--- src/rtl/shift_sequencer_if.sv ---
// shift_sequencer_if: request, response and shifter-side signals of the shift sequencer
interface shift_sequencer_if #(parameter int CNT_W = 5);
  logic             req_valid;
  logic             req_ready;
  logic [7:0]       req_data;
  logic [CNT_W-1:0] req_amt;
  logic             req_lr;
  logic             req_al;
  logic             rsp_valid;
  logic             rsp_ready;
  logic [7:0]       rsp_data;
  logic             busy;
  logic [7:0]       sh_din;
  logic [2:0]       sh_shamt;
  logic             sh_lr;
  logic             sh_al;
  logic [7:0]       sh_dout;
  modport slave (
    input  req_valid, req_data, req_amt, req_lr, req_al, rsp_ready, sh_dout,
    output req_ready, rsp_valid, rsp_data, busy, sh_din, sh_shamt, sh_lr, sh_al
  );
  modport master (
    output req_valid, req_data, req_amt, req_lr, req_al, rsp_ready, sh_dout,
    input  req_ready, rsp_valid, rsp_data, busy, sh_din, sh_shamt, sh_lr, sh_al
  );
endinterface

--- src/rtl/shift_sequencer.sv ---
// shift_sequencer: splits a long shift into passes of at most 7 through an external 8-bit barrel shifter
module shift_sequencer #(parameter int CNT_W = 5) (
  input logic             clk,
  input logic             rst_n,
  shift_sequencer_if.slave io_bus
);
  typedef enum logic [1:0] {IDLE, SHIFT, DONE} state_t;
  state_t           r_state;
  logic [7:0]       r_acc;
  logic [CNT_W-1:0] r_rem;
  logic             r_lr;
  logic             r_al;
  logic             w_last;
  logic [2:0]       w_step;
  assign w_last            = r_rem <= CNT_W'(7);
  assign w_step            = w_last ? r_rem[2:0] : 3'd7;
  assign io_bus.req_ready  = r_state == IDLE;
  assign io_bus.rsp_valid  = r_state == DONE;
  assign io_bus.busy       = r_state != IDLE;
  assign io_bus.rsp_data   = r_acc;
  assign io_bus.sh_din     = r_acc;
  assign io_bus.sh_shamt   = r_state == SHIFT ? w_step : 3'd0;
  assign io_bus.sh_lr      = r_lr;
  assign io_bus.sh_al      = r_al;
  // Sequencer FSM: latch request, fold shifter output back into acc each pass, hold result until taken
  always_ff @(posedge clk or negedge rst_n) begin
    if (!rst_n) begin
      r_state <= IDLE;
      r_acc   <= 8'h00;
      r_rem   <= '0;
      r_lr    <= 1'b0;
      r_al    <= 1'b0;
    end else begin
      case (r_state)
        IDLE: if (io_bus.req_valid) begin
          r_acc   <= io_bus.req_data;
          r_rem   <= io_bus.req_amt;
          r_lr    <= io_bus.req_lr;
          r_al    <= io_bus.req_al;
          r_state <= io_bus.req_amt != '0 ? SHIFT : DONE;
        end
        SHIFT: begin
          r_acc   <= io_bus.sh_dout;
          r_rem   <= r_rem - CNT_W'(w_step);
          r_state <= w_last ? DONE : SHIFT;
        end
        DONE: r_state <= io_bus.rsp_ready ? IDLE : DONE;
        default: r_state <= IDLE;
      endcase
    end
  end
endmodule

--- src/flat_wrapper.sv ---
// flat-port wrapper written by rule: the top's interface ports become plain ports
module shift_sequencer_flat 
#(parameter int CNT_W = 5)
  (clk, rst_n, io_bus_req_valid, io_bus_req_data, io_bus_req_amt, io_bus_req_lr, io_bus_req_al, io_bus_rsp_ready, io_bus_sh_dout, io_bus_req_ready, io_bus_rsp_valid, io_bus_rsp_data, io_bus_busy, io_bus_sh_din, io_bus_sh_shamt, io_bus_sh_lr, io_bus_sh_al);
  shift_sequencer_if #(.CNT_W(CNT_W)) io_bus_i ();
  input logic clk;
  input logic rst_n;
  input wire logic [$bits(io_bus_i.req_valid)-1:0] io_bus_req_valid;
  input wire logic [$bits(io_bus_i.req_data)-1:0] io_bus_req_data;
  input wire logic [$bits(io_bus_i.req_amt)-1:0] io_bus_req_amt;
  input wire logic [$bits(io_bus_i.req_lr)-1:0] io_bus_req_lr;
  input wire logic [$bits(io_bus_i.req_al)-1:0] io_bus_req_al;
  input wire logic [$bits(io_bus_i.rsp_ready)-1:0] io_bus_rsp_ready;
  input wire logic [$bits(io_bus_i.sh_dout)-1:0] io_bus_sh_dout;
  output wire logic [$bits(io_bus_i.req_ready)-1:0] io_bus_req_ready;
  output wire logic [$bits(io_bus_i.rsp_valid)-1:0] io_bus_rsp_valid;
  output wire logic [$bits(io_bus_i.rsp_data)-1:0] io_bus_rsp_data;
  output wire logic [$bits(io_bus_i.busy)-1:0] io_bus_busy;
  output wire logic [$bits(io_bus_i.sh_din)-1:0] io_bus_sh_din;
  output wire logic [$bits(io_bus_i.sh_shamt)-1:0] io_bus_sh_shamt;
  output wire logic [$bits(io_bus_i.sh_lr)-1:0] io_bus_sh_lr;
  output wire logic [$bits(io_bus_i.sh_al)-1:0] io_bus_sh_al;
  assign io_bus_i.req_valid = io_bus_req_valid;
  assign io_bus_i.req_data = io_bus_req_data;
  assign io_bus_i.req_amt = io_bus_req_amt;
  assign io_bus_i.req_lr = io_bus_req_lr;
  assign io_bus_i.req_al = io_bus_req_al;
  assign io_bus_i.rsp_ready = io_bus_rsp_ready;
  assign io_bus_i.sh_dout = io_bus_sh_dout;
  assign io_bus_req_ready = io_bus_i.req_ready;
  assign io_bus_rsp_valid = io_bus_i.rsp_valid;
  assign io_bus_rsp_data = io_bus_i.rsp_data;
  assign io_bus_busy = io_bus_i.busy;
  assign io_bus_sh_din = io_bus_i.sh_din;
  assign io_bus_sh_shamt = io_bus_i.sh_shamt;
  assign io_bus_sh_lr = io_bus_i.sh_lr;
  assign io_bus_sh_al = io_bus_i.sh_al;
  shift_sequencer #(.CNT_W(CNT_W)) u_core (.clk(clk), .rst_n(rst_n), .io_bus(io_bus_i));
endmodule
--- config.mk ---
export PLATFORM = sky130hd
export DESIGN_NAME = shift_sequencer_flat
export DESIGN_NICKNAME = d
export VERILOG_FILES = /design/src/rtl/shift_sequencer_if.sv /design/src/rtl/shift_sequencer.sv /design/src/flat_wrapper.sv
export SDC_FILE = /design/constraint.sdc
export NUM_CORES = 1
export LEC_CHECK = 0
export CORE_MARGIN = 5
export CORE_UTILIZATION = 44
export CTS_BUF_LIST = sky130_fd_sc_hd__clkbuf_4 sky130_fd_sc_hd__clkbuf_8 sky130_fd_sc_hd__clkbuf_16
export DETAILED_ROUTE_END_ITERATION = 16
export PLACE_DENSITY = 0.82
export RECOVER_POWER = 100
export SETUP_SLACK_MARGIN = 0.02
export SYNTH_ARGS = -nofsm -noshare
export SYNTH_HDL_FRONTEND = slang
export SYNTH_SLANG_ARGS = --single-unit
export TNS_END_PERCENT = 100
--- constraint.sdc ---
create_clock -name clk -period 4.87 [get_ports clk]
set_clock_uncertainty 0.05 [all_clocks]
set_input_delay 0.7305 -clock clk [delete_from_list [all_inputs] [get_ports clk]]
set_output_delay 0.7305 -clock clk [all_outputs]
set_load 0.03 [all_outputs]
==> impl_metrics.ini <==
[power]
net_switching_power_of_the_design_mw = 0.539
combinationalPowerShare_pct = 62.2
p_int_mw = 0.533
power.density_nw_per_um2 = 692
finalPower_mw = 1.07
power.ir.vdd_worst_uv = 380
sequentialPowerShare_pct = 30.1
p_clk_share_pct = 7.6
power_leakage_nw = 0.643
sw_frac_of_total_pct = 50.3

[place]
estimated_wirelength_of_the_detail_placed_design_mm = 2.18
buffers_added_on_ports = 50
place_congestion = 0.793

[sta]
final-setup-viol-count = 0
rsz0062_at_grt = no
worst_pin_slew_ns = 0.800
timing.slew.headroom_pct = 46.6
final.min_clock_period_ns = 3.54
final-max-slew-violation-count = 0
hold_viol = 0
setup_total_negative_slack_ns = 0
final_min_period_over_clock_period_pct = 72.7
clock.fmax_mhz = 283

[setup_path]
critPathCaptureType = primary output
critical_path_required_ns = 4.09
reg2reg_slack_ns = 2.91
cp.arrival_ns = 2.76
regToRegEndpoint = u_core.r_rem[4]
critPathLaunchType = flop
r2r_start = u_core.r_rem[3]
timing.critical_path.fanout_max = 24
path_class = flop to primary output
worst_reg2reg_path_depth = 6

[grt]
number_of_antenna_violations_at_the_first_check_in_global_routing = 0
grt.overflow.total = 0
groute.usage.overall_pct = 17.0
grt_pass1_wl_mm = 4.60
grt_max_degree = 27
grt_pass1_vias = 1049

[hold_path]
hold_path.startpoint = u_core.io_bus.sh_al
hold_path_end = u_core.io_bus.sh_al
min-delay-path-class = flop to flop
whs_path_depth = 1

[floorplanning]
pin_count = 51
die_height_um = 59.6
initial_utilization_pct = 44.9
dieWidth_um = 59.6
die_area_um2 = 3550
core_area_um2 = 2410
rows = 18

[finish]
flow.area_growth_from_synthesis_pct = 43.2
fin_util_pct = 64.2
layout.filler_cells = 199
n_antenna_cell = 0
sequential_cell_area_um2 = 425
design.final.nets = 189
multi_input_comb_area_um2 = 536
ratio_of_cells_with_drive_above_1_in_the_final_layout_pct = 4.38

[route]
drt_pre_antenna_iters = 4
avgViaCountPerCell = 5.43
detailed_route_drc_error_count = 0
antenna_left = 0
avgRoutedWirePerCell_um = 15.2
drtIter0Drc = 34
postRouteWirelength_mm = 2.89
vias = 1032

[logic_synthesis]
syn_nets = 150
synthCells = 122
yosys_warnings = 0
synthesis.area_um2 = 1080
synth.avg_cell_area_um2 = 8.86
synth_seq_area_share_pct = 39.4
yosysUniqueCellTypes = 33
synthesis_stage_register_bit_count = 17

[clock_tree]
worst_skew_pair.late_latency_ns = 0.29
cts-resized-gates = 0
clkTransAtPathRegs_ns = 0.10
htree_num_levels = 1
post_cts_buffers = 0
cts.sink_count = 17
cts_hold_buffers = 0
cts.path.max_buffers = 2
clk_root_buffer_cell = clkbuf_4
tritoncts_buffers = 3
cts_tree = yes

[status]
status = finished clean

[flow_run]
maxCapViolations = 0
==> through the flow <==
stage | hold WS (ns) | instances | area [µm²] | setup WS [ns]
2_1_floorplan | 0.385 | 122 | 1080 | 2.74
3_3_place_gp | 0.443 | 186 | 1520 | 1.88
3_5_place_dp | 0.456 | 186 | 1520 | 1.75
4_1_cts | 0.479 | 190 | 1550 | 1.43
5_1_grt | 0.504 | 190 | 1550 | 1.22
6_report | 0.477 | 190 | 1550 | 1.33
==> layout by cell type, fill, tap and decap left out <==
master,n
o21ai_0,15
o21a_1,4
or3_1,1
a21oi_1,11
and3b_1,1
inv_1,5
a32oi_1,1
nand2b_1,1
o22ai_1,1
and2b_1,3
and3_1,1
a22oi_1,8
a31oi_1,2
dfrtp_1,17
clkdlybuf4s50_1,24
o31a_1,2
and2_1,1
o311ai_0,1
or3b_1,1
o2bb2ai_1,1
nand2_1,4
or4_4,1
nor2_1,3
dlygate4sd3_1,26
a211oi_1,1
nor3_1,1
o21bai_1,1
clkbuf_4,4
nor3b_1,1
or2_0,1
ha_1,1
nor2b_1,13
mux2_2,2
==> flip-flops by register name, summed over array words and instances, names as in the netlist <==
register	count
u_core.io_bus.sh_al	1
u_core.io_bus.rsp_data	8
u_core.r_state	2
u_core.io_bus.sh_lr	1
u_core.r_rem	5
==> power groups by stage <==
stage | Combinational [mW] | Sequential, mW | Clock [mW]
2_1_floorplan | 0.441 | 0.357 | 0
3_3_place_gp | 0.698 | 0.318 | 0
3_5_place_dp | 0.708 | 0.327 | 0
4_1_cts | 0.711 | 0.323 | 0.0838
5_1_grt | 0.717 | 0.338 | 0.0897
6_report | 0.667 | 0.323 | 0.0818
==> cell families after synthesis <==
family / count (synthesis) / share of synthesized area, %
AOI/OAI and AO/OA: 48 / 27.5
muxes: 2 / 2.08
adders and majority gates: 1 / 1.16
DFF: 17 / 39.4
and+or+nand+nor: 33 / 19.2
buffers and inverters: 21 / 10.6
==> how the worst max path moves through the flow <==
stage                            from                  to  slack, ns  cells past startpoint
finish              u_core.r_state[0]  io_bus_sh_shamt[0]       1.33                      3
global route        u_core.r_state[0]  io_bus_sh_shamt[0]       1.22                      3
CTS                 u_core.r_state[0]  io_bus_sh_shamt[0]       1.43                      3
detailed placement  u_core.r_state[0]  io_bus_sh_shamt[0]       1.75                      3
global placement    u_core.r_state[0]  io_bus_sh_shamt[2]       1.88                      3
floorplan           u_core.r_state[1]         io_bus_busy       2.74                      3
==> synthesized netlist by cell type <==
| cell type | count | area (µm²) |
|---|---|---|
| or2_2 | 1 | 6.26 |
| dfrtp_1 | 17 | 425 |
| buf_4 | 8 | 60.1 |
| buf_2 | 5 | 25.0 |
| and2_1 | 1 | 6.26 |
| a21oi_1 | 11 | 55.1 |
| a31oi_1 | 2 | 12.5 |
| nor2_1 | 3 | 11.3 |
| a211oi_1 | 1 | 7.51 |
| nor3b_2 | 1 | 12.5 |
| a22oi_1 | 8 | 60.1 |
| mux2_2 | 2 | 22.5 |
| o21a_1 | 4 | 30.0 |
| inv_1 | 5 | 18.8 |
| and3b_1 | 1 | 8.76 |
| or4_4 | 1 | 11.3 |
| nand2_1 | 4 | 15.0 |
| and3_1 | 1 | 6.26 |
| nand2b_1 | 1 | 6.26 |
| or3_1 | 1 | 6.26 |
| o311ai_0 | 1 | 8.76 |
| o2bb2ai_1 | 1 | 8.76 |
| or3b_1 | 1 | 8.76 |
| nor2b_1 | 13 | 81.3 |
| nor3_1 | 1 | 5.00 |
| o21bai_1 | 1 | 7.51 |
| a32oi_1 | 1 | 8.76 |
| o31a_1 | 2 | 17.5 |
| o22ai_1 | 1 | 6.26 |
| and2b_1 | 3 | 22.5 |
| ha_1 | 1 | 12.5 |
| o21ai_0 | 15 | 75.1 |
| clkbuf_1 | 3 | 11.3 |
==> per-layer routing <==
| metal | global-route usage (%) | part of all wire, % | vias to the layer above |
|---|---|---|---|
| li1 | - | - | 503 |
| met1 | 22.4 | 44 | 489 |
| met2 | 27.8 | 50 | 36 |
| met3 | 3.49 | 5.4 | 4 |
| met4 | 5.70 | 1.3 | 0 |
| met5 | 0 | 0 | - |
==> worst max-delay path, stage by stage (launching register included) <==
cell,delay [ns]
dfrtp_1,0.77
nor2b_1,0.73
o21a_1,0.21
dlygate4sd3_1,0.75
==> area by class of cell <==
cell class | count | share of cell area [%]
multi-input cells | 84 | 34.6
repair buffers | 50 | 32.3
flip-flops and latches | 17 | 27.5
well taps | 30 | 2.43
clock buffers | 4 | 1.94
inverters | 5 | 1.21
Note: power is estimated with default switching activity, not from simulation.
